## src/rtl/count_hold_add_n.sv

```systemverilog
// count_hold_add_n: multi-mode arithmetic register (add, sub, accumulate,
// up/down counter with programmable terminal value, hold, load, clear).
// Every result lands in a single W+1 bit output register.
// tc is a one-cycle wrap pulse. ovf is a sticky borrow/carry flag.
module count_hold_add_n #(
    parameter int W       = 3,
    parameter int CNT_MAX = (1 << (W + 1)) - 1
) (
    input  logic         clk,
    input  logic         rst,
    input  logic         en,
    input  logic [2:0]   sel,
    input  logic [W-1:0] a,
    input  logic [W-1:0] b,
    output logic [W:0]   dout,
    output logic         tc,
    output logic         ovf
);

    typedef enum logic [2:0] {
        OP_ADD  = 3'b000,
        OP_HOLD = 3'b001,
        OP_UP   = 3'b010,
        OP_DOWN = 3'b011,
        OP_SUB  = 3'b100,
        OP_ACC  = 3'b101,
        OP_LOAD = 3'b110,
        OP_CLR  = 3'b111
    } op_t;

    localparam logic [W:0] CMAX = (W + 1)'(CNT_MAX);

    logic [W:0]   a_ext;
    logic [W:0]   b_ext;
    logic [W+1:0] acc_sum;
    logic [W:0]   dout_next;
    logic         tc_next;
    logic         ovf_next;
    op_t          op;

    assign a_ext   = {1'b0, a};
    assign b_ext   = {1'b0, b};
    assign acc_sum = {1'b0, dout} + {2'b00, a};
    assign op      = op_t'(sel);

    // Next-state selection: hold everything and drop tc unless en asks for an operation
    always_comb begin
        dout_next = dout;
        tc_next   = 1'b0;
        ovf_next  = ovf;
        if (en) begin
            case (op)
                OP_ADD: begin
                    dout_next = a_ext + b_ext;
                end
                OP_HOLD: begin
                    dout_next = dout;
                end
                OP_UP: begin
                    if (dout >= CMAX) begin
                        dout_next = '0;
                        tc_next   = 1'b1;
                    end else begin
                        dout_next = dout + 1'b1;
                    end
                end
                OP_DOWN: begin
                    if (dout == '0) begin
                        dout_next = CMAX;
                        tc_next   = 1'b1;
                    end else if (dout > CMAX) begin
                        dout_next = CMAX;
                    end else begin
                        dout_next = dout - 1'b1;
                    end
                end
                OP_SUB: begin
                    dout_next = a_ext - b_ext;
                    if (a < b) begin
                        ovf_next = 1'b1;
                    end
                end
                OP_ACC: begin
                    dout_next = acc_sum[W:0];
                    if (acc_sum[W+1]) begin
                        ovf_next = 1'b1;
                    end
                end
                OP_LOAD: begin
                    dout_next = a_ext;
                    ovf_next  = 1'b0;
                end
                OP_CLR: begin
                    dout_next = '0;
                    ovf_next  = 1'b0;
                end
                default: begin
                    dout_next = dout;
                end
            endcase
        end
    end

    // Output register: an active-low reset clears everything immediately, without waiting for clk
    always_ff @(posedge clk or negedge rst) begin
        if (!rst) begin
            dout <= '0;
            tc   <= 1'b0;
            ovf  <= 1'b0;
        end else begin
            dout <= dout_next;
            tc   <= tc_next;
            ovf  <= ovf_next;
        end
    end

endmodule

```

## config.mk

```make
export PLATFORM = sky130hd
export DESIGN_NAME = count_hold_add_n
export DESIGN_NICKNAME = d
export VERILOG_FILES = /design/src/rtl/count_hold_add_n.sv
export SDC_FILE = /design/constraint.sdc
export NUM_CORES = 1
export LEC_CHECK = 0
export BUFFER_PORTS_ARGS = -buffer_cell sky130_fd_sc_hd__buf_2
export CELL_PAD_IN_SITES_DETAIL_PLACEMENT = 2
export CELL_PAD_IN_SITES_GLOBAL_PLACEMENT = 2
export CORE_MARGIN = 3
export CORE_UTILIZATION = 31
export DETAILED_ROUTE_END_ITERATION = 7
export MAX_ROUTING_LAYER = met4
export PLACE_DENSITY_LB_ADDON = 0.1
export SYNTH_ARGS = -nofsm -noshare
export SYNTH_HDL_FRONTEND = slang
export SYNTH_SLANG_ARGS = --single-unit
```

## constraint.sdc

```tcl
create_clock -name clk -period 2.7 [get_ports clk]
set_clock_uncertainty 0.1 [all_clocks]
set_input_delay 0 -clock clk [delete_from_list [all_inputs] [get_ports clk]]
set_output_delay 0 -clock clk [all_outputs]
set_load 0.01 [all_outputs]
```

==> impl_metrics.tcl, run 1 <==
set metrics [dict create \
    die_w_um 59.0 \
    synth.most_common_cell "inv_1" \
    async_flop_share_pct 100 \
    nets 150 \
    maxSlewHeadroom_pct 73.3 \
    synth_xor_area_share_pct 3.02 \
    rows 18 \
    worstPathRequired_ps 2790 \
    ys.flop_type "dfrtp_1" \
    cp_slowest_cell "mux4_2" \
    layout-drive-gt1-share_pct 19.0 \
    first_pass_iters 4 \
    hp-class "input port to flip-flop" \
    yosysSeqAreaShare_pct 17.3 \
    tritoncts "built" \
    synth_fa_ha_area_share_pct 25.0 \
    clkLatencyLatePin_ps 250 \
    p_comb_share_pct 51.0 \
    final-instance-count-excl-fill 151 \
    grt_max_degree 17 \
    ff2ff_setup_slack_ps 590 \
    ys_seq_elements 6 \
    reg2reg_to "dout[2]$_DFFE_PN0P_" \
    initial_core_util_pct 33.9 \
    ctsRootBufferMaster "clkbuf_4" \
    synth_edf_count 0 \
    tightest_slew_ps 390 \
    gp_congestion 0.759 \
    worst_ep_arrival_time_ps 2200 \
    antenna_found_initial 0 \
    syn-cell-area_um2 870 \
    cts.htree.levels 1 \
    whs_endpoint "ovf$_DFFE_PN0P_" \
    cts_resized 0 \
    drt_iter0_markers 34 \
    die_h_um 59.0 \
    irDropWorstVdd_mv 0.275 \
    area_growth_pct 17.4 \
    setup_violations 0 \
    synthSimpleGateAreaFrac_pct 16.7 \
    slew_viol_final 0 \
    wl_per_cell_um 19.5 \
    outcome "finished, final reports clean" \
    fmax_mhz 474 \
    synth_cell_type_count 37 \
    hold_start "sel[1]" \
    rsz0062_at_grt "no" \
    internal-power_uw 266 \
    maxCapViolCount 0 \
    grt_pass1_vias 951 \
    synth-compound-area-share_pct 22.9 \
    synth_top_family_by_area "adder cells" \
    switching_share_pct 43.9 \
    critPathMaxFanout 8 \
    reg2regPathDepth 6 \
    ant_nets 0 \
    path_cells "ha_1 > fa_1 > xor2_1 > mux2i_1 > mux4_2 > o21ai_2" \
    p_sw_uw 208 \
    whs_path_depth 2 \
    synth_common_cells "inv_1, ha_1, a21oi_1, nand2_1, dfrtp_1" \
    r2r-start "dout[0]$_DFFE_PN0P_" \
    vias 864 \
    end_kind "flip-flop" \
    path_clk_slew_ps 50 \
    syn_nets 130 \
    final_hold_viol_count 0 \
    vias_per_cell 5.72 \
    cts_buffers 3 \
    fin_tns_setup_ps 0 \
    post-dp-hpwl_mm 2.32 \
    grtUsageTotal_pct 19.7 \
    grt-ovfl-total 0 \
    synth_top_area_share_pct 17.3 \
    avgSynthCellArea_um2 8.44 \
    synth_cells 103 \
    worstSetupPathType "flip-flop to flip-flop" \
    muxShareOfSynthArea_pct 6.04 \
    io_pins 18 \
    core_mm2 0.00257 \
    cts_hold_buf 4 \
    cts.sinks 6 \
    dp.cells 144 \
    seq_power_share_pct 30.4 \
    post_cts_buffers 0 \
    finalPower_uw 473 \
    drc 0 \
    clk_path_buf_depth 2 \
    fill_cells 306 \
    netlist_top_cells_area "dfrtp_1, ha_1, fa_1, a21oi_1, inv_1" \
    cpPeakStageDelay_ps 470 \
    powerDensity_mw_per_mm2 463 \
    synth_warnings 0 \
    power.share.clock_pct 18.6 \
    crit_path_start_kind "flip-flop" \
    post-route-util_pct 39.8 \
    die_area_mm2 0.00348 \
    yosysTopAreaCell "dfrtp_1" \
    io_buffers 17 \
    wl_mm 2.95 \
    p_leak_uw 0.000478 \
    grt_pass1_wl_mm 4.78 \
    fin_crit_sh_pct 78.1 \
    fin_crit_ps 2110 \
    antenna_cells 0 \
]
-- metrics by stage --
stage,worst slack (ps),area [um^2],hold slack (ps)
final,590,1020,5.35
after detailed placement,549,958,-266
after CTS,581,1020,1.44
after global placement,578,958,-269
after global routing,509,1020,20.1
after floorplan,681,870,-396
-- final cells by class --
| class | count | area, um^2 | area share (%) |
|---|---|---|---|
| Clock buffer | 3 | 22.5 | 2.21 |
| Inverter | 12 | 45.0 | 4.41 |
| Multi-Input combinational cell | 79 | 641 | 62.7 |
| Sequential cell | 6 | 150 | 14.7 |
| Tap cell | 30 | 37.5 | 3.68 |
| Timing Repair Buffer | 21 | 125 | 12.3 |
-- worst max-delay path, delay by kind of cell (launching register included) --
| family | cells | cell delay, ps |
|---|---|---|
| fa+ha+maj | 2 | 660 |
| mux | 2 | 560 |
| flops | 1 | 460 |
| xor+xnor | 1 | 160 |
| compound gates | 1 | 110 |
-- sequential cells by signal, indices dropped and copies added (netlist names) --
signal	cells
dout	4
tc	1
ovf	1
-- kinds of logic (layout without fill, tap and decap cells) --
logic type / Yosys count / in the layout
AO/OA/AOI/OAI: 30 / 30
AND/OR/NAND/NOR: 27 / 27
buffers and inverters: 18 / 36
adder cells (fa/ha/maj): 15 / 15
flip-flops: 6 / 6
multiplexers: 4 / 4
XOR/XNOR: 3 / 3
-- power by group through the flow --
stage / Sequential, uW / Combinational (uW) / Clock (uW)
after floorplan: 132 / 164 / 0
after global placement: 144 / 226 / 0
after detailed placement: 145 / 237 / 0
after CTS: 144 / 244 / 90.4
after global routing: 148 / 273 / 96.0
final: 144 / 241 / 88.2
-- how the worst max path moves through the flow --
stage | cells after the start | to | start | slack [ps]
floorplan | 6 | dout[2]$_DFFE_PN0P_ | dout[0]$_DFFE_PN0P_ | 680
global placement | 9 | dout[2]$_DFFE_PN0P_ | a[0] | 580
detailed placement | 9 | dout[2]$_DFFE_PN0P_ | a[0] | 550
CTS | 6 | dout[2]$_DFFE_PN0P_ | dout[0]$_DFFE_PN0P_ | 580
global route | 5 | dout[3]$_DFFE_PN0P_ | dout[2]$_DFFE_PN0P_ | 510
finish | 6 | dout[2]$_DFFE_PN0P_ | dout[0]$_DFFE_PN0P_ | 590
-- per-layer routing --
layer | share of wire [%] | GRT usage (%) | vias to the layer above
met5 | 0 | - | -
met4 | 2.7 | 7.77 | 0
met3 | 3.0 | 3.29 | 6
met2 | 50 | 32.2 | 23
met1 | 45 | 24.2 | 429
li1 | - | - | 406
-- cell usage in the layout (no fill, tap or decap), types with 2 or more instances in the layout --
| cell | synthesis | layout |
|---|---|---|
| buf_2 | 3 | 17 |
| inv_1 | 12 | 12 |
| ha_1 | 11 | 11 |
| a21oi_1 | 10 | 10 |
| nand2_1 | 7 | 7 |
| dfrtp_1 | 6 | 6 |
| nand3_1 | 5 | 5 |
| nor2_1 | 4 | 4 |
| fa_1 | 4 | 4 |
| dlygate4sd3_1 | 0 | 4 |
| nor2b_1 | 3 | 3 |
| a31oi_1 | 3 | 3 |
| o22ai_1 | 3 | 3 |
| mux2i_1 | 3 | 3 |
| clkbuf_4 | 0 | 3 |
| nand3b_1 | 2 | 2 |
| nand2b_1 | 2 | 2 |
| o21ai_0 | 2 | 2 |
| xor2_1 | 2 | 2 |
(Power assumes the default switching activity.)
==> inputs of run 2 (changes only) <==
Clock period 2.7 ns to 2.14 ns, I/O delays scaled along.
==> impl_metrics.tcl, run 2 (synthesis gave the netlist of run 1 again) <==
set metrics [dict create \
    irDropWorstVdd_mv 0.258 \
    grt_max_degree 17 \
    grtUsageTotal_pct 18.9 \
    path_clk_slew_ps 60 \
    vias_per_cell 5.66 \
    final_hold_viol_count 0 \
    drt_iter0_markers 12 \
    worstSetupPathType "flip-flop to flip-flop" \
    outcome "finished, final reports clean" \
    rsz0062_at_grt "no" \
    gp_congestion 0.765 \
    hp-class "input port to async pin" \
    setup_violations 0 \
    wl_per_cell_um 18.0 \
    final_cell_mix "buf_2, inv_1, ha_1" \
    fill_cells 315 \
    nets 153 \
    worstPathRequired_ps 2220 \
    cts.htree.levels 1 \
    clk_path_buf_depth 2 \
    worst_ep_arrival_time_ps 2110 \
    post-route-util_pct 40.5 \
    die_h_um 59.0 \
    clkLatencyLatePin_ps 260 \
    final-instance-count-excl-fill 154 \
    top_register "dout" \
    cts_resized 0 \
    io_pins 18 \
    layout_commonest_cell "buf_2" \
    post_cts_buffers 0 \
    ant_nets 0 \
    drc 0 \
    fmax_mhz 491 \
    reg_top3 "dout x4, ovf x1, tc x1" \
    post-dp-hpwl_mm 2.32 \
    crit_path_start_kind "flip-flop" \
    core_mm2 0.00257 \
    cts_hold_buf 3 \
    fin_crit_ps 2040 \
    die_w_um 59.0 \
    vias 872 \
    powerDensity_mw_per_mm2 587 \
    wl_met1_mm 1.22 \
    highest_layer "met4" \
    antenna_cells 0 \
    reg2regPathDepth 6 \
    tritoncts "built" \
    ff2ff_setup_slack_ps 100 \
    cts_buffers 3 \
    area_growth_pct 19.7 \
    hold_slack_ps 6.78 \
    maxSlewHeadroom_pct 71.5 \
    slew_viol_final 0 \
    largest_reg_flops 4 \
    first_pass_iters 4 \
    dr_wl_met2_mm 1.46 \
    fin_crit_sh_pct 95.2 \
    routed-wl-met3_um 69 \
    r2r-start "dout[0]$_DFFE_PN0P_" \
    tightest_slew_ps 417 \
    fin_tns_setup_ps 0 \
    wl_mm 2.78 \
    end_kind "flip-flop" \
    die_area_mm2 0.00348 \
    reg2reg_to "dout[2]$_DFFE_PN0P_" \
    ctsRootBufferMaster "clkbuf_4" \
    dp.cells 148 \
    critPathMaxFanout 2 \
    grt-ovfl-total 0 \
    io_buffers 17 \
    maxCapViolCount 0 \
    p_leak_uw 0.000493 \
    grt_pass1_wl_mm 4.73 \
    antenna_found_initial 0 \
    rows 18 \
    layout-drive-gt1-share_pct 21.8 \
    initial_core_util_pct 33.9 \
    grt_pass1_vias 963 \
    cts.sinks 6 \
]
## run 2: metrics by stage
stage,area (um^2),worst slack (ps),power [uW]
CTS,1040,80.4,621
global route,1040,16.3,667
global placement,988,88.5,482
detailed placement,988,14.4,499
floorplan,870,121,373
finish,1040,103,611
## run 2: worst max-delay path, cell delays in order, from the launching register on
cell and delay [ps]:
dfrtp_1 380, ha_1 230, fa_1 420, xor2_1 140, mux2i_1 90, mux4_2 480
o21ai_2 120
## run 2: cell type report
type	count	area [um^2]	area share (%)
tap	30	37.5	3.61
inverter	12	45.0	4.33
timing repair buffer	24	145	13.9
clock buffer	3	22.5	2.16
sequential	6	150	14.4
multi-input combinational	79	641	61.5
## run 2: report_power, final
group | switching (uW) | internal [uW] | leakage [uW] | total (uW)
logic | 186 | 152 | 0.000405 | 337
clock network | 51.5 | 64.2 | 0.0000138 | 116
registers | 24.8 | 134 | 0.0000743 | 158
## run 2: worst max-delay path by stage
| stage | startpoint | endpoint | slack (ps) | cells after the start |
|---|---|---|---|---|
| 2_1_floorplan | dout[0]$_DFFE_PN0P_ | dout[2]$_DFFE_PN0P_ | 120 | 6 |
| 3_3_place_gp | a[0] | dout[2]$_DFFE_PN0P_ | 90 | 9 |
| 3_5_place_dp | a[0] | dout[2]$_DFFE_PN0P_ | 10 | 9 |
| 4_1_cts | dout[0]$_DFFE_PN0P_ | dout[2]$_DFFE_PN0P_ | 80 | 6 |
| 5_1_grt | dout[0]$_DFFE_PN0P_ | dout[2]$_DFFE_PN0P_ | 20 | 6 |
| 6_report | dout[0]$_DFFE_PN0P_ | dout[2]$_DFFE_PN0P_ | 100 | 6 |
## run 2: metal layers
metal,global-route usage [%],vias up
li1,-,413
met1,23.8,438
met2,32.0,17
met3,1.97,4
met4,4.85,0
met5,-,-
